--- config.mk ---
export PLATFORM = sky130hd
export DESIGN_NAME = fare_ledger
export DESIGN_NICKNAME = d
export VERILOG_FILES = /design/src/rtl/fare_ledger.sv
export SDC_FILE = /design/constraint.sdc
export NUM_CORES = 1
export LEC_CHECK = 0
export ABC_AREA = 1
export BUFFER_PORTS_ARGS = -buffer_cell sky130_fd_sc_hd__buf_2
export CAP_MARGIN = 0
export CORE_AREA = 2 2 199 201
export DETAILED_ROUTE_END_ITERATION = 8
export DIE_AREA = 0 0 201 203
export PLACE_DENSITY_LB_ADDON = 0.3
export SLEW_MARGIN = 25
export SYNTH_ARGS = -nofsm -noshare
export SYNTH_HDL_FRONTEND = slang
export SYNTH_SLANG_ARGS = --single-unit
--- constraint.sdc ---
create_clock -name clk -period 3.4 [get_ports clk]
set_clock_uncertainty 0.05 [all_clocks]
set_input_delay 0.51 -clock clk [delete_from_list [all_inputs] [get_ports clk]]
set_output_delay 0.51 -clock clk [all_outputs]
set_load 0.02 [all_outputs]
--- src/rtl/fare_ledger.sv ---
// -----------------------------------------------------------------------------
// fare_ledger
//   Fare ledger for a transit gate. Keeps a 16-slot table of card entries
//   (active flag + 8-bit balance). A card tap is looked up in one cycle and
//   presented to the gate FSM with a one-cycle nfc pulse. The gate may then
//   request a debit within an 8-cycle window. Top-ups are accepted only while
//   idle and saturate at 255.
//
// Ports
//   clk          : sole clock, rising edge
//   rst_n        : asynchronous active-low reset
//   tap_valid    : card tap reported this cycle
//   tap_id[3:0]  : card slot of the tap
//   fare[7:0]    : fare, sampled together with the tap
//   reduce_bal   : debit request from the gate FSM
//   topup_valid  : top-up request
//   topup_id[3:0]: card slot to top up
//   topup_amt[7:0]: amount to add
//   topup_ready  : high only in IDLE (top-up handshake)
//   nfc          : one-cycle tap notification (PRESENT state)
//   card_active  : tapped card is registered
//   fund_enough  : tapped card is active and balance >= fare
//   debit_done   : one-cycle pulse when the debit commits
//   bal_out[7:0] : balance of the tapped card (post-debit during DEBIT)
//   busy         : high in any state other than IDLE
// -----------------------------------------------------------------------------
module fare_ledger (
    input  logic       clk,
    input  logic       rst_n,
    input  logic       tap_valid,
    input  logic [3:0] tap_id,
    input  logic [7:0] fare,
    input  logic       reduce_bal,
    input  logic       topup_valid,
    input  logic [3:0] topup_id,
    input  logic [7:0] topup_amt,
    output logic       topup_ready,
    output logic       nfc,
    output logic       card_active,
    output logic       fund_enough,
    output logic       debit_done,
    output logic [7:0] bal_out,
    output logic       busy
);

    typedef enum logic [2:0] {
        IDLE,
        LOOKUP,
        PRESENT,
        WAIT_DEBIT,
        DEBIT
    } state_e;

    state_e      state_q, state_d;
    logic [3:0]  id_q, id_d;
    logic [7:0]  fare_q, fare_d;
    logic [2:0]  cnt_q, cnt_d;
    logic        card_q, card_d;
    logic        fund_q, fund_d;
    logic [7:0]  bal_out_q, bal_out_d;
    logic        debit_wr;

    // Card table
    logic [15:0] active_q;
    logic [7:0]  bal_q [16];

    logic        topup_accept;
    logic [8:0]  topup_sum;
    logic [7:0]  topup_sat;

    assign topup_accept = topup_valid && (state_q == IDLE);
    assign topup_sum    = {1'b0, bal_q[topup_id]} + {1'b0, topup_amt};
    assign topup_sat    = topup_sum[8] ? 8'hFF : topup_sum[7:0];

    // -------------------------------------------------------------------------
    // Next-state and datapath logic
    // -------------------------------------------------------------------------
    always_comb begin
        // NOTE: every signal driven here gets a default first, so no path can
        // leave it unassigned and infer a latch.
        state_d   = state_q;
        id_d      = id_q;
        fare_d    = fare_q;
        cnt_d     = cnt_q;
        card_d    = card_q;
        fund_d    = fund_q;
        bal_out_d = bal_out_q;
        debit_wr  = 1'b0;

        unique case (state_q)
            IDLE: begin
                if (tap_valid) begin
                    id_d    = tap_id;
                    fare_d  = fare;
                    state_d = LOOKUP;
                end
            end
            LOOKUP: begin
                // The table already holds any top-up accepted alongside the tap.
                card_d    = active_q[id_q];
                fund_d    = active_q[id_q] && (bal_q[id_q] >= fare_q);
                bal_out_d = bal_q[id_q];
                state_d   = PRESENT;
            end
            PRESENT: begin
                cnt_d   = 3'd0;
                state_d = WAIT_DEBIT;
            end
            WAIT_DEBIT: begin
                if (reduce_bal && fund_q) begin
                    // fund_q guarantees bal_out_q >= fare_q, so no underflow.
                    bal_out_d = bal_out_q - fare_q;
                    state_d   = DEBIT;
                end else if (cnt_q == 3'd7) begin
                    state_d = IDLE;
                end else begin
                    cnt_d = cnt_q + 3'd1;
                end
            end
            DEBIT: begin
                debit_wr = 1'b1;
                state_d  = IDLE;
            end
            default: state_d = IDLE;
        endcase

        // Presented results are cleared whenever the block (re)enters IDLE.
        if (state_d == IDLE) begin
            card_d    = 1'b0;
            fund_d    = 1'b0;
            bal_out_d = 8'd0;
        end
    end

    // -------------------------------------------------------------------------
    // State register
    // -------------------------------------------------------------------------
    // NOTE: sequential state uses non-blocking assignments only, so every
    // register samples its pre-edge value regardless of statement order.
    always_ff @(posedge clk or negedge rst_n) begin
        if (!rst_n) begin
            state_q <= IDLE;
        end else begin
            state_q <= state_d;
        end
    end

    always_ff @(posedge clk or negedge rst_n) begin
        if (!rst_n) begin
            id_q      <= 4'd0;
            fare_q    <= 8'd0;
            cnt_q     <= 3'd0;
            card_q    <= 1'b0;
            fund_q    <= 1'b0;
            bal_out_q <= 8'd0;
        end else begin
            id_q      <= id_d;
            fare_q    <= fare_d;
            cnt_q     <= cnt_d;
            card_q    <= card_d;
            fund_q    <= fund_d;
            bal_out_q <= bal_out_d;
        end
    end

    // -------------------------------------------------------------------------
    // Card table. Debit writes happen only in DEBIT and top-ups only in IDLE,
    // so the two write ports never collide.
    // -------------------------------------------------------------------------
    // NOTE: the table is cleared by reset because a reset must leave every
    // card inactive with a zero balance; this keeps it in flops, not RAM.
    always_ff @(posedge clk or negedge rst_n) begin
        if (!rst_n) begin
            active_q <= 16'd0;
            for (int i = 0; i < 16; i++) begin
                bal_q[i] <= 8'd0;
            end
        end else begin
            if (debit_wr) begin
                bal_q[id_q] <= bal_out_q;
            end
            if (topup_accept) begin
                active_q[topup_id] <= 1'b1;
                bal_q[topup_id]    <= topup_sat;
            end
        end
    end

    // -------------------------------------------------------------------------
    // Outputs
    // -------------------------------------------------------------------------
    assign topup_ready = (state_q == IDLE);
    assign busy        = (state_q != IDLE);
    assign nfc         = (state_q == PRESENT);
    assign debit_done  = (state_q == DEBIT);
    assign card_active = card_q;
    assign fund_enough = fund_q;
    assign bal_out     = bal_out_q;

endmodule
======== After elaboration in Yosys (flattened, before gate mapping) ========
Index checks and enable logic that the tools add are counted.
W data, S select, Z words.
word-level totals
  bits of input ports ..................... 29
  flip-flop bits (word level) ............. 172
  logic and storage cells ................. 95
operators by class
  mux-type cells .......................... 34
  reductions and logical operators ........ 15
  bitwise gates (word level) .............. 3
  equality and inequality tests ........... 8
  add/sub/neg operators ................... 3
  $lt $le $gt $ge ......................... 8
operators by type and width
  kind                  number
  $bwmux W128           2
  $mux W128             2
  $mux W8               9
  $bmux W8 S4           2
  $demux W8 S4          2
  $or A16 B16 Y16       1
  $pmux W8 S2           1
  $mux W3               5
  $pmux W3 S4           1
  $ge A5 B5 Y1 const B  2
  $lt A4 B5 Y1 const B  2
  $lt A5 B1 Y1 const B  2
  $not A4 Y5            2
  $add A8 B8 Y9         1
  $ge A8 B8 Y1          1
  $sub A8 B8 Y8         1
  $mux W1               7
  $eq A3 B2 Y1 const B  2
  $eq A3 B3 Y1 const B  2
  $logic_and A1 B1 Y1   6
  $logic_not A3 Y1      2
  $pmux W3 S2           1
  $reduce_bool A3 Y1    2
  $bmux W1 S4           1
  9 further kinds       12

======== Logic depth before layout (Yosys ltp) ========
  depth in word-level cells ............... 9
  depth in mapped cells ................... 18

======== Worst setup path after synthesis ========
No wires, ideal clock.
  path type ............................... input port to flip-flop
  start point ............................. in topup_id[1]
  end point ............................... reg bal_q[5] (netlist name)
  arrival time ............................ 2.886 ns
  stages on the path ...................... 17
  setup slack ............................. 0.341 ns
  cell sequence ........................... inv_2 -> nor2_2 -> inv_2 -> clkbuf_1 -> o22ai_1 -> o21ai_0 -> nand4_1 -> ha_1 -> fa_1 -> nand3_1 -> nand2_1 -> a21oi_2 -> buf_6 -> nand3_2 -> buf_2 -> nand2_1 -> nand2_1
between the ends
  word-level cells in the longest chain between the ends .. 8
  elaborated cells on any way between the ends .. 13
RTL lines
  element                                      RTL line  source
  start: declaration                           35        input logic [3:0] topup_id,
  $not A4 Y5 (implied by the code) *           72, 184
  $bmux W8 S4                                  72        assign topup_sum = {1'b0, bal_q[topup_id]} + {1'b0, topup_amt};
  $mux W8 (implied by the code) (2 in series)  72
  $add A8 B8 Y9                                72
  $mux W8                                      73        assign topup_sat = topup_sum[8] ? 8'hFF : topup_sum[7:0];
  $bwmux W128 *                                184       bal_q[topup_id] <= topup_sat;
  $mux W128 *                                  182       if (topup_accept) begin
  end signal: indexed assignment               180       bal_q[id_q] <= bal_out_q;
  end signal: indexed assignment               184
  end: declaration                             65        logic [7:0] bal_q [16];
Every way passes the cells marked *; elsewhere a longest branch is shown, timed or not. The select of a mux whose other input is x is not followed.
A chain may end at the register's enable or synchronous reset.

======== Final worst setup path ========
  start point ............................. in topup_id[0]
  end point ............................... reg bal_q[35] (netlist name)
The elaborated chain is that of the path after synthesis.

==> out/metrics.yaml <==
outcome: "completed"
drtIter0Drc: 1175
vdd_ir_drop_max_uv: 456
cp-start-kind: "primary input"
cp.arrival_ns: 3.38
max_freq_mhz: 321
clock-sinks: 172
yosysSeqAreaShare_pct: 37.4
tns_ns: 0
synth_top_area_share_pct: 37.4
synth_seq_cells: 172
cp_data_required_time_ns: 3.66
io_pins: 43
place_congestion: 0.940
cts.repair.resized: 0
post-route-min-period_ns: 3.11
ys_top_cells_by_area: "dfrtp_1 (37%), nand2_1 (23%), o21ai_0 (6.2%)"
end_kind: "flip-flop"
fp.coreArea_um2: 38500
dr.pass1.iters: 6
period_share_pct: 91.5
dp_hpwl_um: 32200
p_int_uw: 5300
grt_max_degree: 75
synth_area_leader_cell: "dfrtp_1"
rsz0062_at_grt: "false"
clock_latency_ns: 0.46
synthCells: 1751
cts_setup_buffers: 0
multi_input_area_um2: 6070
synth-main-ff-cell: "dfrtp_1"
synth_nets: 1807
clk_pin_slew_ns: 0.07
hold_viol: 0
area_delta_synth_final_pct: 16.2
antenna_found_initial: 1
htreeDepth: 4
hp-class: "primary input to flip-flop"
maxSlewViolCount: 0
num_vias: 11909
placed_cells_incl_taps: 2307
portBuffers: 42
max_slew_margin_pct: 51.1
root_buffer: "clkbuf_16"
drv_cap: 0
die_h_um: 203
grt_pass1_vias: 11334
synth_cell_type_count: 43
viasPerCell: 5.09
fin_cells: 2341
power.switching_uw: 4980
p_seq_share_pct: 29.5
cp_max_fo: 8
fill_cells: 4149
ant_nets: 0
whs_ns: 0.243
p_leak_uw: 0.00717
drive_above_1_share_pct: 12.9
power_frac_comb_pct: 51.5
register_area_um2: 4310
final_nets: 1865
drcViolationCount: 0
syn_avg_cell_area_um2: 6.57
yosys_warnings: 0
cts_tree: "done"
numCtsBuffers: 17
start_util_pct: 29.9
switching_share_pct: 48.4
die_x_um: 201
synth_edf_count: 0
wl_per_cell_um: 19.6
criticalPathCategory: "primary input to flip-flop"
clkPwrFrac_pct: 19.0
grt_usage_pct: 22.7
die_area_um2: 40800
cts_hold_buf: 1
syn_area_um2: 11500
worstMarginPinSlew_ns: 0.731
p_per_area_nw_per_um2: 768
wl_um: 45900
power_uw: 10300
cts.path.max_buffers: 2
rows: 72
grt_overflow: 0
ys_async_sr_fraction_pct: 100
grt_pass1_wl_um: 70100
setup_violations: 0
[cell families (layout without fill, tap and decap cells)]
logic type                 Yosys count  in the layout  synth area share, %
muxes                                1              1               0.0978
other                                0              1                    0
buffers and inverters              280            351                 9.88
DFF                                172            172                 37.4
xor gates and xnor gates             6              6                0.457
adders and majority gates           27             27                 3.07
AOI/OAI and AO/OA                  359            359                 17.3
and+or+nand+nor                    906            906                 31.8
[area by class of cell]
cell class	count	area share [%]
Sequential cell	172	32.2
Tap cell	518	4.84
Clock inverter	13	0.804
Inverter	189	5.32
Clock buffer	19	3.39
Antenna cell	1	0.0187
Timing Repair Buffer	130	8.07
Multi-Input combinational cell	1299	45.4
[layout by cell type (no fill, tap or decap), types with 6 or more instances in the layout]
cell / synthesis / routed
nand4_1: 10 / 10
nand2_1: 696 / 696
nand3_1: 29 / 29
ha_1: 25 / 25
o211ai_1: 35 / 35
o21ai_1: 49 / 49
o22ai_1: 23 / 23
buf_2: 49 / 41
dfrtp_1: 172 / 171
a22oi_1: 12 / 12
buf_4: 4 / 71
inv_2: 25 / 25
clkbuf_16: 0 / 17
buf_12: 0 / 16
nor2_1: 125 / 124
o21ai_0: 143 / 143
a21oi_1: 85 / 85
inv_1: 162 / 162
or2_2: 8 / 8
nor2_2: 5 / 6
nand2_2: 17 / 17
[synthesized netlist by cell type (2+ instances only)]
cell type	number
xnor2_1	3
nand2_2	17
nor2_2	5
nor2_1	125
or2_2	8
a22oi_1	12
o21ai_0	143
inv_1	162
nand3_1	29
buf_1	2
o21a_1	4
buf_2	49
clkbuf_1	35
o21ai_1	49
dfrtp_1	172
a21oi_1	85
ha_1	25
o211ai_1	35
o221ai_1	2
xor2_1	3
buf_4	4
nand3b_1	2
fa_1	2
nand4_1	10
nand2_1	696
o22ai_1	23
nor2_8	3
inv_2	25
nor2_4	5
nand2_4	3
[final timing paths]
check | startpoint | endpoint | slack (ns) | cells after the start
worst max-delay path | topup_id[0] | bal_q[35] | 0.29 | 18
worst min-delay path | fare[0] | fare_q[0] | 0.24 | 2
worst max register to register | bal_q[96] | bal_q[35] | 0.53 | 14
worst min register to register | active_q[0] | active_q[0] | 0.40 | 2
max in group asynchronous | rst_n | bal_q[35] | 1.95 | 3
min in group asynchronous | rst_n | active_q[1] | 0.51 | 2
[power groups by stage]
stage | logic, uW | clock network (uW) | registers [uW]
6_report | 5290 | 1960 | 3030
5_1_grt | 5850 | 2050 | 3090
4_1_cts | 5240 | 1980 | 3020
3_5_place_dp | 5220 | 0 | 3050
3_3_place_gp | 5130 | 0 | 3050
2_1_floorplan | 3270 | 0 | 2950
[sequential cells by signal, indices dropped and copies added, names as in the netlist]
register,count
active_q,16
card_active,1
cnt_q,3
bal_q,128
bal_out,8
fund_enough,1
id_q,4
fare_q,8
state_q,3
[per-layer routing]
layer | vias to the layer above | GRT usage [%] | routed length (um)
met4 | 2 | 10.7 | 2100
met5 | - | 0 | 13
li1 | 5665 | - | -
met3 | 116 | 3.43 | 3520
met1 | 5611 | 29.7 | 19200
met2 | 515 | 37.0 | 21000
[stage by stage]
step	instance area (um2)	worst slack [ns]	utilization [%]
5_1_grt	13400	0.146	34.8
6_report	13400	0.288	34.8
4_1_cts	13400	0.321	34.8
3_3_place_gp	12800	-0.0884	33.3
3_5_place_dp	12800	-0.147	33.3
2_1_floorplan	11500	0.341	-
[critical path: stages]
cell     delay [ns]
buf_2          0.13
inv_2          0.05
nor2_2         0.04
inv_1          0.29
buf_12         0.18
o22ai_1        0.06
o21ai_0        0.31
nand4_1        0.20
ha_1           0.26
fa_1           0.40
nand3_1        0.08
nand2_1        0.08
a21oi_2        0.19
buf_4          0.19
nand2_1        0.07
inv_1          0.07
buf_4          0.17
o21ai_0        0.10
No activity file was read; power rests on OpenSTA's default activity.
